==> src/rtl/min_sec_counter_if.sv <==
// -----------------------------------------------------------------------------
// min_sec_counter_if
// Groups the button inputs and time/mode outputs of the seconds/minutes
// timebase into one bundle.
//   master : drives mode_btn/inc_btn, observes seconds/minutes/min_tick/mode
//   slave  : the counter itself (receives buttons, drives time and mode)
// Ports carried:
//   mode_btn  1  debounced mode button level
//   inc_btn   1  debounced increment button level
//   seconds   6  current seconds
//   minutes   6  current minutes
//   min_tick  1  hour carry to the downstream hours counter
//   mode      2  00=RUN, 01=SET_MIN, 10=SET_HR
// -----------------------------------------------------------------------------
interface min_sec_counter_if;
    logic       mode_btn;
    logic       inc_btn;
    logic [5:0] seconds;
    logic [5:0] minutes;
    logic       min_tick;
    logic [1:0] mode;

    modport master (
        output mode_btn,
        output inc_btn,
        input  seconds,
        input  minutes,
        input  min_tick,
        input  mode
    );

    modport slave (
        input  mode_btn,
        input  inc_btn,
        output seconds,
        output minutes,
        output min_tick,
        output mode
    );
endinterface

==> src/rtl/min_sec_counter.sv <==
// -----------------------------------------------------------------------------
// min_sec_counter
// Seconds/minutes timebase for a 24-hour clock with a button-driven set mode.
// In RUN it counts seconds and minutes on every clk_1Hz edge; in SET_MIN each
// inc_btn press advances minutes; in SET_HR each press emits one min_tick so
// the downstream hours counter advances.
// Ports:
//   clk_1Hz  in   sole clock, rising edge
//   rst      in   asynchronous active-high reset
//   bus      slave modport of min_sec_counter_if (buttons in; seconds,
//            minutes, min_tick, mode out)
// -----------------------------------------------------------------------------
module min_sec_counter #(
    parameter int unsigned SEC_MOD = 60,
    parameter int unsigned MIN_MOD = 60
) (
    input  logic                  clk_1Hz,
    input  logic                  rst,
    min_sec_counter_if.slave      bus
);

    typedef enum logic [1:0] {
        MODE_RUN     = 2'b00,
        MODE_SET_MIN = 2'b01,
        MODE_SET_HR  = 2'b10,
        MODE_BAD     = 2'b11
    } mode_t;

    localparam logic [5:0] SEC_LAST = 6'(SEC_MOD - 32'd1);
    localparam logic [5:0] MIN_LAST = 6'(MIN_MOD - 32'd1);

    // Modular increment: wraps to zero at the last legal value, so a field
    // can never step outside its range.
    function automatic logic [5:0] wrap_inc(input logic [5:0] v, input logic [5:0] last);
        logic [5:0] r;
        if (v >= last) begin
            r = 6'd0;
        end else begin
            r = v + 6'd1;
        end
        return r;
    endfunction

    mode_t      mode_q, mode_d;
    logic [5:0] sec_q, sec_d;
    logic [5:0] min_q, min_d;
    logic       mode_btn_q, mode_btn_d;
    logic       inc_btn_q, inc_btn_d;
    logic       mode_rise;
    logic       inc_rise;
    logic       tick_run;
    logic       tick_set;

    // Next-state logic: button edge detect, mode FSM and time fields.
    always_comb begin
        mode_d     = mode_q;
        sec_d      = sec_q;
        min_d      = min_q;
        mode_btn_d = bus.mode_btn;
        inc_btn_d  = bus.inc_btn;
        mode_rise  = bus.mode_btn & ~mode_btn_q;
        inc_rise   = bus.inc_btn & ~inc_btn_q;

        case (mode_q)
            MODE_RUN: begin
                // Minutes keep their normal carry even on the edge that
                // enters SET_MIN, so they stay coherent with min_tick.
                if (sec_q == SEC_LAST) begin
                    sec_d = 6'd0;
                    min_d = wrap_inc(min_q, MIN_LAST);
                end else begin
                    sec_d = sec_q + 6'd1;
                    min_d = min_q;
                end
                if (mode_rise) begin
                    mode_d = MODE_SET_MIN;
                    sec_d  = 6'd0;
                end else begin
                    mode_d = MODE_RUN;
                end
            end
            MODE_SET_MIN: begin
                sec_d = 6'd0;
                // A mode press on the same edge wins; the increment is lost.
                if (mode_rise) begin
                    mode_d = MODE_SET_HR;
                    min_d  = min_q;
                end else if (inc_rise) begin
                    mode_d = MODE_SET_MIN;
                    min_d  = wrap_inc(min_q, MIN_LAST);
                end else begin
                    mode_d = MODE_SET_MIN;
                    min_d  = min_q;
                end
            end
            MODE_SET_HR: begin
                sec_d = 6'd0;
                min_d = min_q;
                if (mode_rise) begin
                    mode_d = MODE_RUN;
                end else begin
                    mode_d = MODE_SET_HR;
                end
            end
            default: begin
                // Illegal encoding: fall back to RUN with a clean seconds field.
                mode_d = MODE_RUN;
                sec_d  = 6'd0;
                min_d  = min_q;
            end
        endcase

        // Hour carry is high in the cycle before minutes wrap so hours and
        // minutes roll on the same edge; set-mode pulses last one cycle
        // because inc_rise clears once inc_btn_q catches up.
        tick_run = (mode_q == MODE_RUN) && (sec_q == SEC_LAST) && (min_q == MIN_LAST);
        tick_set = (mode_q == MODE_SET_HR) && inc_rise && !mode_rise;
    end

    // State registers; button history preloads to 1 so a button held
    // through reset release is not seen as a press.
    always_ff @(posedge clk_1Hz or posedge rst) begin
        if (rst) begin
            mode_q     <= MODE_RUN;
            sec_q      <= 6'd0;
            min_q      <= 6'd0;
            mode_btn_q <= 1'b1;
            inc_btn_q  <= 1'b1;
        end else begin
            mode_q     <= mode_d;
            sec_q      <= sec_d;
            min_q      <= min_d;
            mode_btn_q <= mode_btn_d;
            inc_btn_q  <= inc_btn_d;
        end
    end

    assign bus.seconds  = sec_q;
    assign bus.minutes  = min_q;
    assign bus.mode     = mode_q;
    assign bus.min_tick = tick_run | tick_set;

endmodule

==> src/flat_wrapper.sv <==
// flat-port wrapper written by rule: the top's interface ports become plain ports
module min_sec_counter_flat 
#(
    parameter int unsigned SEC_MOD = 60,
    parameter int unsigned MIN_MOD = 60
)
  (clk_1Hz, rst, bus_mode_btn, bus_inc_btn, bus_seconds, bus_minutes, bus_min_tick, bus_mode);
  min_sec_counter_if bus_i ();
  input  logic clk_1Hz;
  input  logic rst;
  input wire logic [$bits(bus_i.mode_btn)-1:0] bus_mode_btn;
  input wire logic [$bits(bus_i.inc_btn)-1:0] bus_inc_btn;
  output wire logic [$bits(bus_i.seconds)-1:0] bus_seconds;
  output wire logic [$bits(bus_i.minutes)-1:0] bus_minutes;
  output wire logic [$bits(bus_i.min_tick)-1:0] bus_min_tick;
  output wire logic [$bits(bus_i.mode)-1:0] bus_mode;
  assign bus_i.mode_btn = bus_mode_btn;
  assign bus_i.inc_btn = bus_inc_btn;
  assign bus_seconds = bus_i.seconds;
  assign bus_minutes = bus_i.minutes;
  assign bus_min_tick = bus_i.min_tick;
  assign bus_mode = bus_i.mode;
  min_sec_counter #(.SEC_MOD(SEC_MOD), .MIN_MOD(MIN_MOD)) u_core (.clk_1Hz(clk_1Hz), .rst(rst), .bus(bus_i));
endmodule
==> config.mk <==
export PLATFORM = sky130hd
export DESIGN_NAME = min_sec_counter_flat
export DESIGN_NICKNAME = d
export VERILOG_FILES = /design/src/rtl/min_sec_counter_if.sv /design/src/rtl/min_sec_counter.sv /design/src/flat_wrapper.sv
export SDC_FILE = /design/constraint.sdc
export NUM_CORES = 1
export LEC_CHECK = 0
export CORE_MARGIN = 2
export CORE_UTILIZATION = 35
export CTS_BUF_LIST = sky130_fd_sc_hd__clkbuf_4 sky130_fd_sc_hd__clkbuf_8
export DETAILED_ROUTE_END_ITERATION = 10
export DONT_BUFFER_PORTS = 1
export PLACE_DENSITY = 0.6
export SLEW_MARGIN = 40
export SYNTH_ARGS = -nofsm -noshare
export SYNTH_HDL_FRONTEND = slang
export SYNTH_SLANG_ARGS = --single-unit
==> constraint.sdc <==
create_clock -name clk_1Hz -period 2.06 [get_ports clk_1Hz]
set_clock_uncertainty 0.05 [all_clocks]
set_input_delay 0.206 -clock clk_1Hz [delete_from_list [all_inputs] [get_ports clk_1Hz]]
set_output_delay 0.206 -clock clk_1Hz [all_outputs]
set_load 0.1 [all_outputs]
==> results_dict.tcl, run 1 <==
set metrics [dict create \
    status "completed" \
    ctsHoldBuffers 3 \
    synth_largest_area_cell "dfrtp_1" \
    design.die.area_mm2 0.00278 \
    timing_worst_slew_pin_value_ps 646 \
    setup_viol 0 \
    gr-total-overflow 0 \
    grt.met1_usage_pct 14.2 \
    critPathArrivalTime_ps 1610 \
    postSynth.topFlopCell "dfrtp_1" \
    relSlewSlack_pct 56.9 \
    grt-busiest-layer "met2" \
    min_path_type "in2reg" \
    wire_per_inst_um 13.4 \
    htree_levels 1 \
    track_usage_pct 14.0 \
    grt_max_degree 17 \
    fin_crit_period_ps 1870 \
    muxShareOfSynthArea_pct 3.02 \
    syn_nets 85 \
    global_route.usage.met3_pct 8.57 \
    post_synth_most_frequent_cells "dfrtp_1 (14), nor2_1 (11), nand2_1 (8), inv_1 (4)" \
    clock_latency_ps 290 \
    cts-buffers-inserted 3 \
    fmaxAchievable_ghz 0.536 \
    synth_seq_cells 16 \
    post-route-drc-count 0 \
    clk_path_buf_depth 2 \
    mappedNetlistArea_um2 830 \
    synth-edff-count 0 \
    synth-compound-area-share_pct 14.2 \
    grt_pass1_wl_mm 2.71 \
    cp-end-kind "output port" \
    cts.sinks 16 \
    sort_of_element_at_the_start_of_the_critical_path "flip-flop" \
    final_wl_mm 1.69 \
    antenna_found_initial 0 \
    dr.first_iter.drc_count 20 \
    ant_nets 0 \
    synth-async-reset-ratio_pct 100 \
    flow.area_growth_from_synthesis_pct 29.6 \
    yosys.area.top_type_share_pct 42.2 \
    root_buffer "clkbuf_4" \
    num_antenna_cells 0 \
    clkSlewWorstSetupHoldPaths_ps 90 \
    cts_repair_resize_count 0 \
    synth_top_cells_by_area "dfrtp_1 (42%), dfstp_2 (6.3%), nor2_1 (5.0%), nand2_1 (3.6%), xnor2_1 (3.2%)" \
    synth_adder_area_share_pct 4.22 \
    rsz0062_at_grt "no" \
    die_h_um 52.7 \
    cap_viol_max_count 0 \
    critical_path_required_ps 1800 \
    timing.final.hold_violations 0 \
    min_period_over_period_pct 90.6 \
    starting_density_of_the_core_pct 37.1 \
    rows 17 \
    critical_path.max_stage_delay_ps 440 \
    cp_cell_sequence "ha_4, nand2_1, nor2_1, nand4_1, a21oi_4, buf_12" \
    post_cts_buffers 0 \
    grtUsageMet2_pct 23.3 \
    setup.worst_path.class "reg2out" \
    cts_tree "built" \
    gp_congestion 0.787 \
    place.detailed.hpwl_mm 1.29 \
    dieWidth_um 52.7 \
    crit_slowest_cell "dfrtp_4" \
    synthSimpleGateAreaFrac_pct 20.5 \
    slew_viol_final 0 \
    synthesis.yosys.warnings 0 \
    post_synth_xor_area_fraction_pct 5.28 \
    core_mm2 0.00223 \
    drtPass1Iterations 4 \
    synthMostInstantiatedCell "dfrtp_1" \
    synth_seq_area_share_pct 48.6 \
    drive_above_1_share_pct 40.8 \
    synth_cell_types 34 \
    top_level_ports 19 \
    synth_top_family_by_area "simple AND/OR/NAND/NOR gates" \
    path_max_fanout 3 \
    timing.setup.tns_ps 0 \
    finish.net_count 105 \
    vias 658 \
    filler_cell_count 234 \
    route.detailed.vias_per_inst 5.22 \
    postSynthCellCount 79 \
    postSynthAreaPerCell_um2 10.5 \
    io_buffer_count 0 \
    via_count_of_the_first_global_routing_pass 612 \
]
[cell families (layout without fill, tap and decap cells)]
group,Yosys count,after routing
AOI/OAI and AO/OA,13,13
xor gates and xnor gates,5,5
adders and majority gates,3,3
buffers and inverters,7,26
DFF,16,16
muxes,2,2
and+or+nand+nor,33,33
[per-layer routing]
layer	wire [um]	share of wire (%)
met5	0	0
met4	27	1.6
met3	144	8.5
met2	792	47
met1	722	43
[sequential cells by signal (all words and copies together), names as in the netlist]
| register | flops |
|---|---|
| u_core.bus.seconds | 6 |
| u_core.mode_btn_q | 1 |
| u_core.bus.mode | 2 |
| u_core.bus.minutes | 6 |
| u_core.inc_btn_q | 1 |
[worst max-delay path, delay by kind of cell (launching register included)]
family          cells  cell delay, ps
simple gates        3             370
compound gates      1             180
fa+ha+maj           1             150
buf+inv             1             190
flops               1             440
[per-stage QoR]
step / hold slack (ps) / utilization [%] / instance area, um2 / worst slack (ps) / instances
finish: 249 / 48.1 / 1070 / 195 / 126
global route: 266 / 48.1 / 1070 / 69.6 / 126
CTS: 234 / 48.1 / 1070 / 181 / 126
detailed placement: 161 / 45.4 / 1010 / 248 / 119
global placement: 160 / 45.4 / 1010 / 277 / 119
floorplan: 67.6 / - / 875 / 6.30 / 79
[cell usage in the layout, fill, tap and decap left out, types with 2 or more instances in the layout]
cell	n
xor2_1	2
dfrtp_4	2
nor2_1	11
dlygate4sd3_1	3
inv_1	4
a211oi_1	2
nand4_1	2
dfrtp_2	11
nand2_1	8
nand3_1	3
nand4bb_1	2
buf_4	14
dfstp_2	2
xnor2_1	3
clkbuf_4	4
nor2b_1	2
o21ai_0	2
[final timing paths]
path | from | to | slack [ps] | cells after the start
worst max register to register | u_core.bus.seconds[0] | u_core.bus.minutes[0] | 240 | 5
worst min-delay path | bus_mode_btn | u_core.bus.mode[1] | 250 | 3
worst min register to register | u_core.bus.minutes[5] | u_core.bus.minutes[5] | 490 | 1
max in group asynchronous | rst | u_core.bus.seconds[0] | 1100 | 2
worst max-delay path | u_core.bus.seconds[0] | bus_min_tick | 190 | 6
min in group asynchronous | rst | u_core.bus.minutes[0] | 380 | 2
[cell type report]
cell class	count	area, um2	area share, %
Clock buffer	4	30.0	2.79
Inverter	4	15.0	1.40
Multi-Input combinational cell	56	415	38.6
Sequential cell	16	424	39.5
Tap cell	28	35.0	3.26
Timing Repair Buffer	18	155	14.4
Power of run 1 is not shown: default switching activity piles up to over one toggle a cycle in this logic, so the estimate is an artifact.
==> inputs of run 2 (changes only) <==
- CORE_MARGIN: 2 -> unset
- SETUP_SLACK_MARGIN: unset -> 0.2
==> results_dict.tcl, run 2 (synthesis gave the netlist of run 1 again) <==
set metrics [dict create \
    status "completed" \
    dr.first_iter.drc_count 9 \
    vias 672 \
    cts-buffers-inserted 3 \
    setup_viol 0 \
    via_count_of_the_first_global_routing_pass 655 \
    die_h_um 50.7 \
    finish.net_count 106 \
    min_period_over_period_pct 91.3 \
    timing.final.hold_violations 0 \
    ant_nets 0 \
    rsz0062_at_grt "yes" \
    route.detailed.vias_per_inst 5.29 \
    htree_levels 1 \
    track_usage_pct 15.3 \
    worstHoldStart "bus_mode_btn" \
    starting_density_of_the_core_pct 37.1 \
    critPathArrivalTime_ps 1620 \
    path_max_fanout 6 \
    multiInputGateArea_um2 434 \
    slew_viol_final 0 \
    timing.setup.tns_ps 0 \
    clock_latency_ps 300 \
    setup.worst_path.class "reg2out" \
    rows 17 \
    num_antenna_cells 0 \
    placed_area_mm2 0.00103 \
    cp-end-kind "output port" \
    whs_endpoint "u_core.bus.seconds[1]" \
    top_level_ports 19 \
    relSlewSlack_pct 58.8 \
    root_buffer "clkbuf_4" \
    seqCellArea_um2 429 \
    gr-total-overflow 0 \
    cts.sinks 16 \
    rr_startpoint "u_core.bus.seconds[2]" \
    gp_congestion 0.750 \
    timing_worst_slew_pin_value_ps 618 \
    core_mm2 0.00223 \
    fmaxAchievable_ghz 0.532 \
    drtPass1Iterations 5 \
    finish.instance_area_mm2 0.00111 \
    layout_commonest_cell "buf_4" \
    timing.reg2reg.setup_slack_ps 190 \
    grt_max_degree 17 \
    critical_path_required_ps 1800 \
    cap_viol_max_count 0 \
    flow.area_growth_from_synthesis_pct 33.3 \
    holdPathStages 3 \
    design.die.area_mm2 0.00257 \
    min_path_type "in2reg" \
    ff2ff_path_depth 4 \
    clk_path_buf_depth 2 \
    place.detailed.hpwl_mm 1.30 \
    filler_cell_count 209 \
    layout.cells.most_common_list "buf_4 (15), nor2_1 (10), dfrtp_2 (9)" \
    post_cts_buffers 0 \
    cts_tree "built" \
    io_buffer_count 0 \
    post-route-drc-count 0 \
    antenna_found_initial 0 \
    r2r_end "u_core.bus.minutes[0]" \
    sort_of_element_at_the_start_of_the_critical_path "flip-flop" \
    clkSlewWorstSetupHoldPaths_ps 90 \
    final_wl_mm 1.78 \
    dieWidth_um 50.7 \
    fin_crit_period_ps 1880 \
    grt_pass1_wl_mm 2.85 \
    wire_per_inst_um 14.0 \
    drive_above_1_share_pct 43.4 \
]
==> run 2: critical path, cell delays in order (launching register included) <==
cell and delay, ps:
dfstp_2 520, nor2b_1 40, buf_4 150, nand4bb_4 230
a21oi_4 190, buf_12 190
==> run 2: worst max-delay path by stage <==
stage,from,to,slack (ps)
after global routing,u_core.bus.seconds[2],bus_min_tick,70
after detailed placement,u_core.bus.seconds[2],u_core.bus.minutes[0],210
after CTS,u_core.mode_btn_q,bus_min_tick,150
after floorplan,u_core.bus.seconds[2],u_core.bus.minutes[0],40
final,u_core.mode_btn_q,bus_min_tick,180
after global placement,u_core.bus.seconds[2],u_core.bus.minutes[0],260
==> run 2: cell type report <==
cell class | instances | share of cell area (%)
multi-input combinational | 56 | 39.3
sequential | 16 | 38.8
timing repair buffer | 19 | 14.7
tap | 28 | 3.17
clock buffer | 4 | 2.71
inverter | 4 | 1.36
==> run 2: what timing repair did <==
action / CTS / global route
pin swaps: 0 / 0
resized for setup: 0 / 2
endpoints found under the setup margin: 2 / 4
hold buffers: 3 / 0
hold endpoints to repair: 16 / 0
cloned: 0 / 0
==> run 2: per-layer routing <==
metal  share of wire, %  up-vias  track usage [%]  wire, um
met3                4.5        3             4.24        80
met5                  0        -                0         0
li1                   -      326                -         -
met4                1.6        0             10.2        29
met2                 49       19             23.1       879
met1                 44      324             18.8       791
==> run 2: through the flow <==
stage / worst slack (ps) / instances / hold slack, ps / util [%]
final: 180 / 127 / 227 / 49.5
after global routing: 73.5 / 127 / 248 / 49.5
after CTS: 145 / 127 / 218 / 48.7
after detailed placement: 209 / 120 / 160 / 46.0
after global placement: 256 / 120 / 158 / 46.0
after floorplan: 44.4 / 79 / 67.8 / -
Power of run 2 is left out for the same reason.
